`src/rtl/fetch_buffer.sv`:
```
// Instruction prefetch queue between fetch and decode.
// Holds {instr, pc} pairs captured on instruction-memory hits, hands them to
// decode in order over valid/ready, throttles fetch when full, flushes on a
// redirect and stops fetching once a HALT has been queued.
module fetch_buffer #(
  parameter int          DEPTH   = 4,
  parameter logic [5:0]  HALT_OP = 6'b111111
) (
  input  logic                       CLK,
  input  logic                       RST,
  input  logic [31:0]                imemaddr,
  input  logic [31:0]                imemload,
  input  logic                       ihit,
  output logic                       imemREN,
  output logic                       pc_advance,
  input  logic                       redirect,
  output logic                       dec_valid,
  input  logic                       dec_ready,
  output logic [31:0]                dec_instr,
  output logic [31:0]                dec_pc,
  output logic [31:0]                dec_npc,
  output logic [$clog2(DEPTH+1)-1:0] count,
  output logic                       halt
);

  localparam int PW = $clog2(DEPTH);
  localparam int CW = $clog2(DEPTH+1);

  localparam logic [1:0] RUN       = 2'd0;
  localparam logic [1:0] HALT_SEEN = 2'd1;
  localparam logic [1:0] HALTED    = 2'd2;

  logic [31:0]   instr_q [DEPTH];
  logic [31:0]   pc_q    [DEPTH];
  logic [PW-1:0] wr_ptr_q, wr_ptr_d;
  logic [PW-1:0] rd_ptr_q, rd_ptr_d;
  logic [CW-1:0] count_q, count_d;
  logic [1:0]    state_q, state_d;
  logic          push, pop, flush;

  assign imemREN    = (state_q == RUN) && (count_q < CW'(DEPTH));
  assign push       = ihit && imemREN && !redirect;
  assign pc_advance = push;
  assign dec_valid  = (count_q != '0) && (state_q != HALTED);
  assign pop        = dec_valid && dec_ready && !redirect;
  assign flush      = redirect && (state_q != HALTED);

  assign dec_instr = instr_q[rd_ptr_q];
  assign dec_pc    = pc_q[rd_ptr_q];
  assign dec_npc   = dec_pc + 32'd4;
  assign count     = count_q;
  assign halt      = (state_q == HALTED);

  // Entry storage; cleared on reset so the head reads zero afterwards.
  always_ff @(posedge CLK) begin
    if (RST) begin
      for (int unsigned i = 0; i < DEPTH; i++) begin
        instr_q[i] <= '0;
        pc_q[i]    <= '0;
      end
    end else if (push) begin
      instr_q[wr_ptr_q] <= imemload;
      pc_q[wr_ptr_q]    <= imemaddr;
    end
  end

  // Next-state for pointers, occupancy and halt tracking.
  always_comb begin
    wr_ptr_d = wr_ptr_q;
    rd_ptr_d = rd_ptr_q;
    count_d  = count_q;
    state_d  = state_q;
    if (flush) begin
      // Same-cycle push is already suppressed by redirect, so wr_ptr_q is final.
      rd_ptr_d = wr_ptr_q;
      count_d  = '0;
      if (state_q == HALT_SEEN) state_d = RUN;
    end else begin
      if (push) wr_ptr_d = wr_ptr_q + PW'(1);
      if (pop)  rd_ptr_d = rd_ptr_q + PW'(1);
      case ({push, pop})
        2'b10:   count_d = count_q + CW'(1);
        2'b01:   count_d = count_q - CW'(1);
        default: count_d = count_q;
      endcase
      if (state_q == RUN && push && imemload[31:26] == HALT_OP)
        state_d = HALT_SEEN;
      else if (state_q == HALT_SEEN && pop && dec_instr[31:26] == HALT_OP)
        state_d = HALTED;
    end
  end

  // Control registers with synchronous reset.
  always_ff @(posedge CLK) begin
    if (RST) begin
      wr_ptr_q <= '0;
      rd_ptr_q <= '0;
      count_q  <= '0;
      state_q  <= RUN;
    end else begin
      wr_ptr_q <= wr_ptr_d;
      rd_ptr_q <= rd_ptr_d;
      count_q  <= count_d;
      state_q  <= state_d;
    end
  end

endmodule

```
`config.mk`:
```
export PLATFORM = sky130hd
export DESIGN_NAME = fetch_buffer
export DESIGN_NICKNAME = d
export VERILOG_FILES = /design/src/rtl/fetch_buffer.sv
export SDC_FILE = /design/constraint.sdc
export NUM_CORES = 1
export LEC_CHECK = 0
export BUFFER_PORTS_ARGS = -buffer_cell sky130_fd_sc_hd__buf_4
export CAP_MARGIN = 10
export CORE_MARGIN = 2
export CORE_UTILIZATION = 54
export CTS_CLUSTER_DIAMETER = 200
export DETAILED_ROUTE_END_ITERATION = 8
export GPL_ROUTABILITY_DRIVEN = 0
export MAX_ROUTING_LAYER = met4
export PLACE_DENSITY = 0.76
export REMOVE_ABC_BUFFERS = 1
export SYNTH_ARGS = -nofsm -noshare
export SYNTH_HDL_FRONTEND = slang
export SYNTH_SLANG_ARGS = --single-unit
```
`constraint.sdc`:
```
create_clock -name CLK -period 8.45 [get_ports CLK]
set_input_delay 1.69 -clock CLK [delete_from_list [all_inputs] [get_ports CLK]]
set_output_delay 1.69 -clock CLK [all_outputs]
set_load 0.03 [all_outputs]
```
# ---- Word level (Yosys, flattened, before mapping)
# Memory sizes are Yosys's and may differ from the RTL's. A register that Yosys moved wholly into a read port is not among the register bits.
# Cells that the tools add are included.
dict set report totals {
  inputBits 69
  ramBits 256
  elab_cells 65
  mem_count 2
  regBits 9
  output_inout_bits 103
}
dict set report classes {
  add_sub_neg 5
  bitwise 1
  reduce_logical 22
  mux 22
  n_lt_le_gt_ge 1
  n_eq_ne 8
}
# name depth width read_ports rd_clocked_by_memory_dff write_ports line
set memory_table {}
lappend memory_table {instr_q 4 32 1 1 4 33} ;# logic [31:0] instr_q [DEPTH];
lappend memory_table {pc_q 4 32 1 1 4 34} ;# logic [31:0] pc_q [DEPTH];
# cell n
set op_table {}
lappend op_table {{$mux W32} 2}
lappend op_table {{$reduce_or A32 Y1} 2}
lappend op_table {{$add A32 B3 Y32 const B} 1}
lappend op_table {{$mux W2} 12}
lappend op_table {{$eq A6 B6 Y1 const B} 2}
lappend op_table {{$logic_and A1 B1 Y1} 11}
lappend op_table {{$mux W1} 7}
lappend op_table {{$pmux W3 S2} 1}
lappend op_table {{$reduce_bool A3 Y1} 2}
lappend op_table {{$add A2 B1 Y2 const B} 2}
lappend op_table {{$eq A2 B1 Y1 const B} 2}
lappend op_table {{$eq A2 B2 Y1 const B} 2}
lappend op_table {{$reduce_and A2 Y1} 2}
lappend op_table {{$reduce_bool A2 Y1} 2}
lappend op_table {{$add A3 B1 Y3 const B} 1}
lappend op_table {{$lt A3 B3 Y1 const B} 1}
lappend op_table {{$sub A3 B1 Y3 const B} 1}
lappend op_table {{$logic_not A2 Y1} 1}
lappend op_table {{$ne A2 B1 Y1 const B} 1}
lappend op_table {{$ne A2 B2 Y1 const B} 1}
lappend op_table {{$reduce_or A2 Y1} 1}
lappend op_table {{$logic_not A1 Y1} 1}
lappend op_table {{$not A1 Y1} 1}

# ---- Depth between registers and ports, before layout
dict set report logic_depth {
  word_depth 9
  depth_mapped 11
  depth_no_buf 11
}

# ---- Worst setup path after synthesis
# Ideal clock, no wire load.
dict set report synth_path {
  kind {input-to-reg}
  from {in redirect}
  to {mem instr_q[1][0], enable pin}
  arrival_time_ps 5004
  setup_slack_ps 2947
  cell_stages 3
  setup_ps 499
  required_time_ps 7951
  n_path_buf 0
  path_cell_list {nor2_1 nand3_1 o21bai_1}
}
# element line
set synth_rtl {}
lappend synth_rtl {{start, declared} 16} ;# input logic redirect,
lappend synth_rtl {{end, declared} 33}

==> impl_metrics.py <==
metrics = {
    "clock_network": {
        "clk_latency_ps": 520,
        "cts_sinks": 267,
        "numCtsBuffers": 27,
        "post_cts_buffers": 0,
        "h-tree-depth": 1,
        "hold_buffers": 0,
        "cts_tree": "built",
        "clk_pin_slew_ps": 60,
        "cts.path.max_buffers": 3,
        "cts-root-buf": "clkbuf_16",
        "cts_resized": 0,
    },
    "sta": {
        "clock_skew_ps": 13.7,
        "fmax_ghz": 0.201,
        "final-max-slew-violation-count": 0,
        "fin_crit_sh_pct": 58.8,
        "setup_slack_ps": 3480,
        "rsz0062_at_grt": "no",
        "relSlewSlack_pct": 31.7,
        "worst_slew_pin_slew_ps": 1020,
        "min_period_ps": 4970,
        "final_hold_viol_count": 0,
        "finalSetupViolations": 0,
        "fin_tns_setup_ps": 0,
    },
    "synthesis": {
        "synth_top_area_cell": "edfxtp_1",
        "yosysUniqueCellTypes": 44,
        "synthTopCellsByCount": "256 x edfxtp_1, 144 x nor2_1, 76 x nand2_1, 72 x inv_1, 67 x and2_1",
        "syn_inst": 840,
        "synth_flop_cell": "edfxtp_1",
        "synth_seq_area_share_pct": 66.1,
        "yosysTopAreaCellShare_pct": 64.2,
        "synth_edf_count": 256,
        "yosys-top-cells-area": "edfxtp_1 64%, mux4_2 9.2%, nor2_1 4.5%",
        "postSynth.asyncResetShare_pct": 0,
        "synth.most_common_cell": "edfxtp_1",
        "ys_warn_count": 0,
        "ys_seq_elements": 267,
        "avgSynthCellArea_sq_um": 14.2,
        "synth_area_sq_mm": 0.0120,
    },
    "die": {
        "die_h_um": 153,
        "die_w_um": 153,
        "initial_core_util_pct": 54.8,
        "die_area_sq_mm": 0.0234,
        "fp.coreArea_sq_mm": 0.0218,
        "io_pins": 172,
        "num_rows": 54,
    },
    "setup_path": {
        "crit_fanout": 64,
        "ff2ff_setup_slack_ps": 5420,
        "critical_path_class": "reg -> out",
        "r2r_start": "state_q[1]",
        "worstPathArrival_ps": 3280,
        "cp_num_buf_inv": 1,
        "path_cells": "mux4_1 -> ha_1 -> and3_1 -> nand4_4 -> nor3_2 -> xor2_1 -> buf_4",
        "cpMaxStageDelayCell": "dfxtp_4",
        "startpoint_type": "flip-flop",
        "cp_top_family": "flip-flops",
        "worstSetupEndpointType": "output pin",
        "crit_required_ps": 6760,
        "slowest_delay_ps": 980,
    },
    "detailed_routing": {
        "firstDrtPassIters": 5,
        "drtIter0Drc": 441,
        "drt-total-wl_um": 25100,
        "post_drt_wl_per_cell_um": 19.4,
        "drc": 0,
        "vias": 7052,
        "detail_route.vias_per_cell": 5.44,
        "ant_nets": 0,
    },
    "place": {
        "numPortBuffers": 171,
        "pre_cts_ws_ps": 3920,
        "hpwlAfterDp_um": 14600,
        "dp_cells": 1249,
    },
    "final_layout": {
        "nets": 1070,
        "drive_gt1_share_pct": 27.4,
        "synthToLayoutAreaGrowth_pct": 19.4,
        "num_antenna_cells": 0,
        "multi_input_area_sq_mm": 0.00360,
        "regArea_sq_mm": 0.00792,
        "finalNonFillerCells": 1297,
        "fillers": 1616,
    },
    "pwr": {
        "p_per_area_mw_per_mm2": 216,
        "power.total_w": 0.00309,
        "irDropWorstVdd_uv": 159,
        "power.leakage_nw": 5.80,
    },
    "worst_hold_path": {
        "hp-start": "state_q[1]",
        "hold_class": "reg -> reg",
    },
    "outcome": {
        "status": "finished, final reports clean",
    },
    "global_routing": {
        "grt_pass1_wl_um": 39300,
        "antenna_found_initial": 0,
        "grt_overflow": 0,
        "grt_usage_pct": 22.2,
        "grt_start_max_net_pins": 66,
        "grt_pass1_vias": 7371,
    },
    "flow_run": {
        "drv_cap": 0,
    },
}
cells by family (layout without fill, tap and decap cells):
family                     Yosys count  count (layout)  synth area share, %
muxes                               64              64                 12.5
DFF                                267             267                 66.1
and+or+nand+nor                    344             344                 13.7
AOI/OAI and AO/OA                    7               7                0.418
buffers and inverters              120             297                 4.41
xor gates and xnor gates            35              35                 2.56
adders and majority gates            3               3                0.376
per-layer routing:
layer | vias up | global-route usage, % | wire, um
li1 | 3305 | - | -
met1 | 3475 | 28.8 | 10100
met2 | 242 | 38.4 | 13200
met3 | 30 | 2.47 | 1590
met4 | 0 | 4.98 | 315
met5 | - | - | 0
worst reg2reg max path: cells and delay by family (launching register included):
family                 cells  cell delay [ps]
buffers and inverters      1              580
DFF                        1              350
and+or+nand+nor            4             1680
stage by stage:
stage / hold WS (ps) / cell area [sq um] / util, %
after floorplan: 489 / 11700 / -
after global placement: 520 / 13500 / 61.7
after detailed placement: 543 / 13500 / 61.7
after CTS: 554 / 14300 / 65.5
after global routing: 602 / 14300 / 65.5
final: 551 / 14300 / 65.5
power by group:
part | total [W] | switching [W] | internal (W)
logic | 0.000420 | 0.000259 | 0.000161
registers | 0.00154 | 0.0000304 | 0.00151
clock network | 0.00112 | 0.000465 | 0.000658
cell type report:
type	instances	share of cell area, %
Sequential cell	267	55.4
Multi-Input combinational cell	453	25.2
Timing Repair Buffer	177	9.30
Clock buffer	39	5.11
Tap cell	280	2.45
Inverter	72	1.89
Clock inverter	9	0.666
state kept, by name, indices dropped and copies added (netlist names), named ones only:
signal,flops
instr_q,128
pc_q,128
count,3
rd_ptr_q,2
state_q,2
wr_ptr_q,2
worst paths after layout:
path                            depth (start not counted)     endpoint
worst min register to register                          2   state_q[1]
worst max-delay path                                    7  dec_npc[28]
worst min-delay path                                    2   state_q[1]
worst max register to register                          5  pc_q[0][29]
placed cells by master, fill, tap and decap left out, drive strengths merged:
cell type	netlist	final
and2	67	67
and4	4	4
bufinv	0	2
mux4	64	64
nand3b	1	1
inv	72	73
dfxtp	11	11
a21oi	1	1
ha	2	2
nor2b	3	3
nor4	3	3
clkinv	0	6
xor2	23	23
nand4b	1	1
nor3b	1	1
nand4	6	6
or2	1	1
clkbuf	28	39
a211oi	2	2
xnor2	12	12
nand2b	4	4
nor2	144	144
nor3	16	16
edfxtp	256	256
buf	20	177
nand3	12	12
fa	1	1
and3	5	5
a31o	1	1
o22ai	1	1
o21bai	2	2
nand2	76	76
(Power assumes the default switching activity.)
